==> config.mk <==
export PLATFORM = sky130hd
export DESIGN_NAME = alu_sequencer
export DESIGN_NICKNAME = d
export VERILOG_FILES = /design/src/rtl/alu_sequencer_pkg.sv /design/src/rtl/op_decoder.sv /design/src/rtl/alu_sequencer.sv
export SDC_FILE = /design/constraint.sdc
export NUM_CORES = 1
export LEC_CHECK = 0
export ABC_AREA = 1
export CORE_MARGIN = 1
export CORE_UTILIZATION = 44
export CTS_BUF_LIST = sky130_fd_sc_hd__clkbuf_8
export DETAILED_ROUTE_END_ITERATION = 12
export GPL_ROUTABILITY_DRIVEN = 0
export PLACE_DENSITY = 0.83
export SYNTH_ARGS = -nofsm -noshare
export SYNTH_HDL_FRONTEND = slang
export SYNTH_HIERARCHICAL = 1
export SYNTH_SLANG_ARGS = --single-unit
==> constraint.sdc <==
create_clock -name clock -period 5 [get_ports clock]
set_clock_uncertainty 0.2 [all_clocks]
set_input_delay 1 -clock clock [delete_from_list [all_inputs] [get_ports clock]]
set_output_delay 1 -clock clock [all_outputs]
set_load 0.005 [all_outputs]
==> src/rtl/alu_sequencer_pkg.sv <==
// alu_sequencer_pkg: shared widths, opcode indices and state encoding for the ALU sequencer
package alu_sequencer_pkg;
  localparam int W = 32;
  localparam int CTRL_W = 12;
  localparam logic [3:0] OP_ADD = 4'd0;
  localparam logic [3:0] OP_SUB = 4'd1;
  localparam logic [3:0] OP_MUL = 4'd2;
  localparam logic [3:0] OP_DIV = 4'd3;
  localparam logic [3:0] OP_SLL = 4'd4;
  localparam logic [3:0] OP_SRL = 4'd5;
  localparam logic [3:0] OP_SRA = 4'd6;
  localparam logic [3:0] OP_SLT = 4'd7;
  localparam logic [3:0] OP_AND = 4'd8;
  localparam logic [3:0] OP_OR = 4'd9;
  localparam logic [3:0] OP_XOR = 4'd10;
  localparam logic [3:0] OP_NOR = 4'd11;
  localparam logic [3:0] OP_ILLEGAL = 4'd12;
  typedef enum logic [1:0] {IDLE = 2'd0, EXEC = 2'd1, OUT_LO = 2'd2, OUT_HI = 2'd3} state_t;
endpackage

==> src/rtl/op_decoder.sv <==
// op_decoder: 4-bit op index to one-hot ALU control word, zero for illegal ops
module op_decoder
  import alu_sequencer_pkg::*;
(
  input  logic [3:0]        op,
  output logic [CTRL_W-1:0] ctrl
);
  assign ctrl = (op < OP_ILLEGAL) ? CTRL_W'(1) << op : '0;
endmodule

==> src/rtl/alu_sequencer.sv <==
// alu_sequencer: sequences one ALU operation over a shared 32-bit bus, returning LO then optional HI word
module alu_sequencer
  import alu_sequencer_pkg::*;
(
  input  logic              clock,
  input  logic              clear,
  input  logic              start,
  input  logic [3:0]        opcode,
  input  logic [W-1:0]      bus_in,
  input  logic [2*W-1:0]    alu_result,
  output logic [CTRL_W-1:0] alu_ctrl,
  output logic [W-1:0]      alu_x,
  output logic [W-1:0]      alu_y,
  output logic [W-1:0]      bus_out,
  output logic              bus_out_valid,
  output logic              out_is_hi,
  output logic              busy,
  output logic              done,
  output logic              error
);
  state_t state_q, state_d;
  logic [W-1:0] y_q, y_d;
  logic [2*W-1:0] z_q, z_d;
  logic [3:0] op_q, op_d;
  logic error_q, error_d;
  logic [CTRL_W-1:0] ctrl;
  logic wide;

  op_decoder u_dec (.op(op_q), .ctrl(ctrl));

  assign wide = op_q == OP_MUL || op_q == OP_DIV;
  assign busy = state_q != IDLE;
  assign error = error_q;
  assign alu_y = y_q;

  always_comb begin
    state_d = state_q;
    y_d = y_q;
    z_d = z_q;
    op_d = op_q;
    error_d = 1'b0;
    alu_ctrl = '0;
    alu_x = '0;
    bus_out = '0;
    bus_out_valid = 1'b0;
    out_is_hi = 1'b0;
    done = 1'b0;
    case (state_q)
      IDLE: if (start) begin
        error_d = opcode >= OP_ILLEGAL;
        if (opcode < OP_ILLEGAL) begin
          y_d = bus_in;
          op_d = opcode;
          state_d = EXEC;
        end
      end
      EXEC: begin
        alu_ctrl = ctrl;
        alu_x = bus_in;
        z_d = alu_result;
        state_d = OUT_LO;
      end
      OUT_LO: begin
        bus_out = z_q[W-1:0];
        bus_out_valid = 1'b1;
        done = !wide;
        state_d = wide ? OUT_HI : IDLE;
      end
      OUT_HI: begin
        bus_out = z_q[2*W-1:W];
        bus_out_valid = 1'b1;
        out_is_hi = 1'b1;
        done = 1'b1;
        state_d = IDLE;
      end
    endcase
  end

  always_ff @(posedge clock or posedge clear) begin
    if (clear) begin
      state_q <= IDLE;
      y_q <= '0;
      z_q <= '0;
      op_q <= '0;
      error_q <= 1'b0;
    end else begin
      state_q <= state_d;
      y_q <= y_d;
      z_q <= z_d;
      op_q <= op_d;
      error_q <= error_d;
    end
  end
endmodule

==> results.cfg <==
[status]
status = finished clean

[synth]
synth_top_area_cell = dfrtp_1
synth_area_leaders = dfrtp_1, nand2_1, nor2_1
syn_nets = 723
syn-instance-count = 620
synth_warnings = 6
ys_seq_area_frac = 0.524
synth_cell_types = 21
syn_area_per_cell_um2 = 7.93
ys_ff_latch = 103
netlist.area_leader.share = 0.524
netlist_area_um2 = 4920

[worst_hold_path]
hold_path_class = reg -> reg

[clock_tree]
clkTransAtPathRegs_ns = 0.10
numCtsBuffers = 9
post_cts_buffers = 0
tritoncts = built
holdBufCountCts = 0
htreeDepth = 3
clk_latency_ns = 0.35
clockBufferDepth = 2
cts_resized = 0
cts.sinks = 103
cts-root-buf = clkbuf_8

[worst_setup_path]
r2r-start = state_q[1]$_DFFE_PP0P_
crit_path_end_kind = output pin
r2r_end = z_q[24]$_DFFE_PP0N_
path_class = reg -> out
r2r_cells = 5
endpoint = bus_out[26]
worstPathRequired_ns = 3.80
r2r_slack_ns = 2.15
startpoint_type = register
critPathArrivalTime_ns = 2.55
crit_start = state_q[0]$_DFFE_PP0P_
critPathMaxFanout = 26

[floorplanning]
fp.dieW_um = 108
die_h_um = 108
rows = 38
core_area_um2 = 10900
initial_core_util = 0.452
die_area_um2 = 11600
io_pins = 216

[finish]
nNetsFinal = 913
syn_to_final_growth_pct = 47.1
drive_gt1_frac = 0.0380
mostFrequentLayoutCells = clkdlybuf4s50_1, nand2_1, nor2_1
layout_commonest_cell = clkdlybuf4s50_1
finalNonFillerCells = 956

[power_and_ir_drop]
ir_worst_vdd_uv = 246
p_per_area_nw_per_um2 = 515
p_leak_nw = 3.52
report.power.total_mw = 3.72

[timing]
worstMarginPinSlew_ns = 1.05
relSlewSlack = 0.300
setup_ws_ns = 1.25
fmax_mhz = 267
fin_crit_sh = 0.750
final.setup.tns_ns = 0
slew_viol_final = 0
setup_viol = 0
timing.final.hold_violations = 0
rsz0062_at_grt = false
period_minus_slack_ns = 3.75

[route]
ant_nets = 0
drt-initial-drc-count = 317
drc = 0
vias = 4688
detail_route.vias_per_cell = 4.90
firstDrtPassIters = 6
wl_per_cell_um = 14.2
postRouteWirelength_mm = 13.6

[global_route]
grt_antenna_before_repair = 1
grt_max_degree = 118
grt_pass1_vias = 4597
grt-ovfl-total = 0
grt_pass1_wl_mm = 21.8
track_usage = 0.240

[place]
place_ws_ns = 1.60
placed_cells = 939
post-dp-hpwl_mm = 9.60
portBuffers = 215

[flow_run]
cap_viol_max_count = 0
==> per-stage QoR <==
stage	cell area, um^2	hold slack [ns]	utilization
2_1_floorplan	4920	0.242	-
3_3_place_gp	7020	0.252	0.644
3_5_place_dp	7020	0.258	0.644
4_1_cts	7230	0.281	0.664
5_1_grt	7240	0.298	0.665
6_report	7240	0.275	0.665
==> worst max-delay path, cell delays in order, from the launching register on <==
cell and delay [ns]:
dfrtp_1 0.63, inv_2 0.26, nand2_2 0.37, o21ai_0 0.36, clkdlybuf4s50_1 0.56
==> layout make-up <==
type	instances	area (um^2)
diodes	1	2.50
clock buffers	12	165
clock inverters	4	51.3
fillers	882	3650
inverters	106	400
multi-input cells	370	1670
flip-flops and latches	103	2580
well taps	140	175
repair buffers	220	2190
==> cells by family after synthesis <==
group,share of synthesized area
AND/OR/NAND/NOR,0.249
AO/OA/AOI/OAI,0.0918
buffers and inverters,0.136
flip-flops,0.524
==> cells in the mapped netlist <==
library cell	number
nand2_1	111
inv_1	102
nand2_4	2
nor2_1	110
nand2_2	1
o21ai_0	12
nor2_4	1
buf_2	20
o22ai_1	20
nand3_2	1
nand4_1	37
a21oi_1	52
buf_6	7
clkbuf_1	3
buf_1	1
dfrtp_1	103
nand3_1	21
nor2_2	1
buf_4	10
inv_2	4
a31oi_1	1
==> registers in the layout, summed over array words and instances (netlist names) <==
| name | flops |
|---|---|
| alu_y | 32 |
| error | 1 |
| op_q | 4 |
| state_q | 2 |
| z_q | 64 |
==> routing by layer <==
layer | part of all wire | track usage
met1 | 0.41 | 0.294
met2 | 0.48 | 0.409
met3 | 0.094 | 0.0660
met4 | 0.014 | 0.0793
met5 | 0 | 0
==> worst min path at each step <==
stage	cells after the start	to	start	slack (ns)
floorplan	2	z_q[58]$_DFFE_PP0N_	z_q[58]$_DFFE_PP0N_	0.24
finish	2	alu_y[15]$_DFFE_PP0P_	alu_y[15]$_DFFE_PP0P_	0.27
detailed placement	2	alu_y[15]$_DFFE_PP0P_	alu_y[15]$_DFFE_PP0P_	0.26
global placement	2	alu_y[13]$_DFFE_PP0P_	alu_y[13]$_DFFE_PP0P_	0.25
CTS	2	alu_y[6]$_DFFE_PP0P_	alu_y[6]$_DFFE_PP0P_	0.28
global route	2	z_q[58]$_DFFE_PP0N_	z_q[58]$_DFFE_PP0N_	0.30
==> where the power goes <==
group	internal (mW)	leakage (nW)	total, mW	switching, mW
combinational	0.862	2.21	1.74	0.877
sequential	1.23	1.20	1.44	0.215
clock	0.274	0.114	0.546	0.272
No activity file was read; power rests on OpenSTA's default activity.
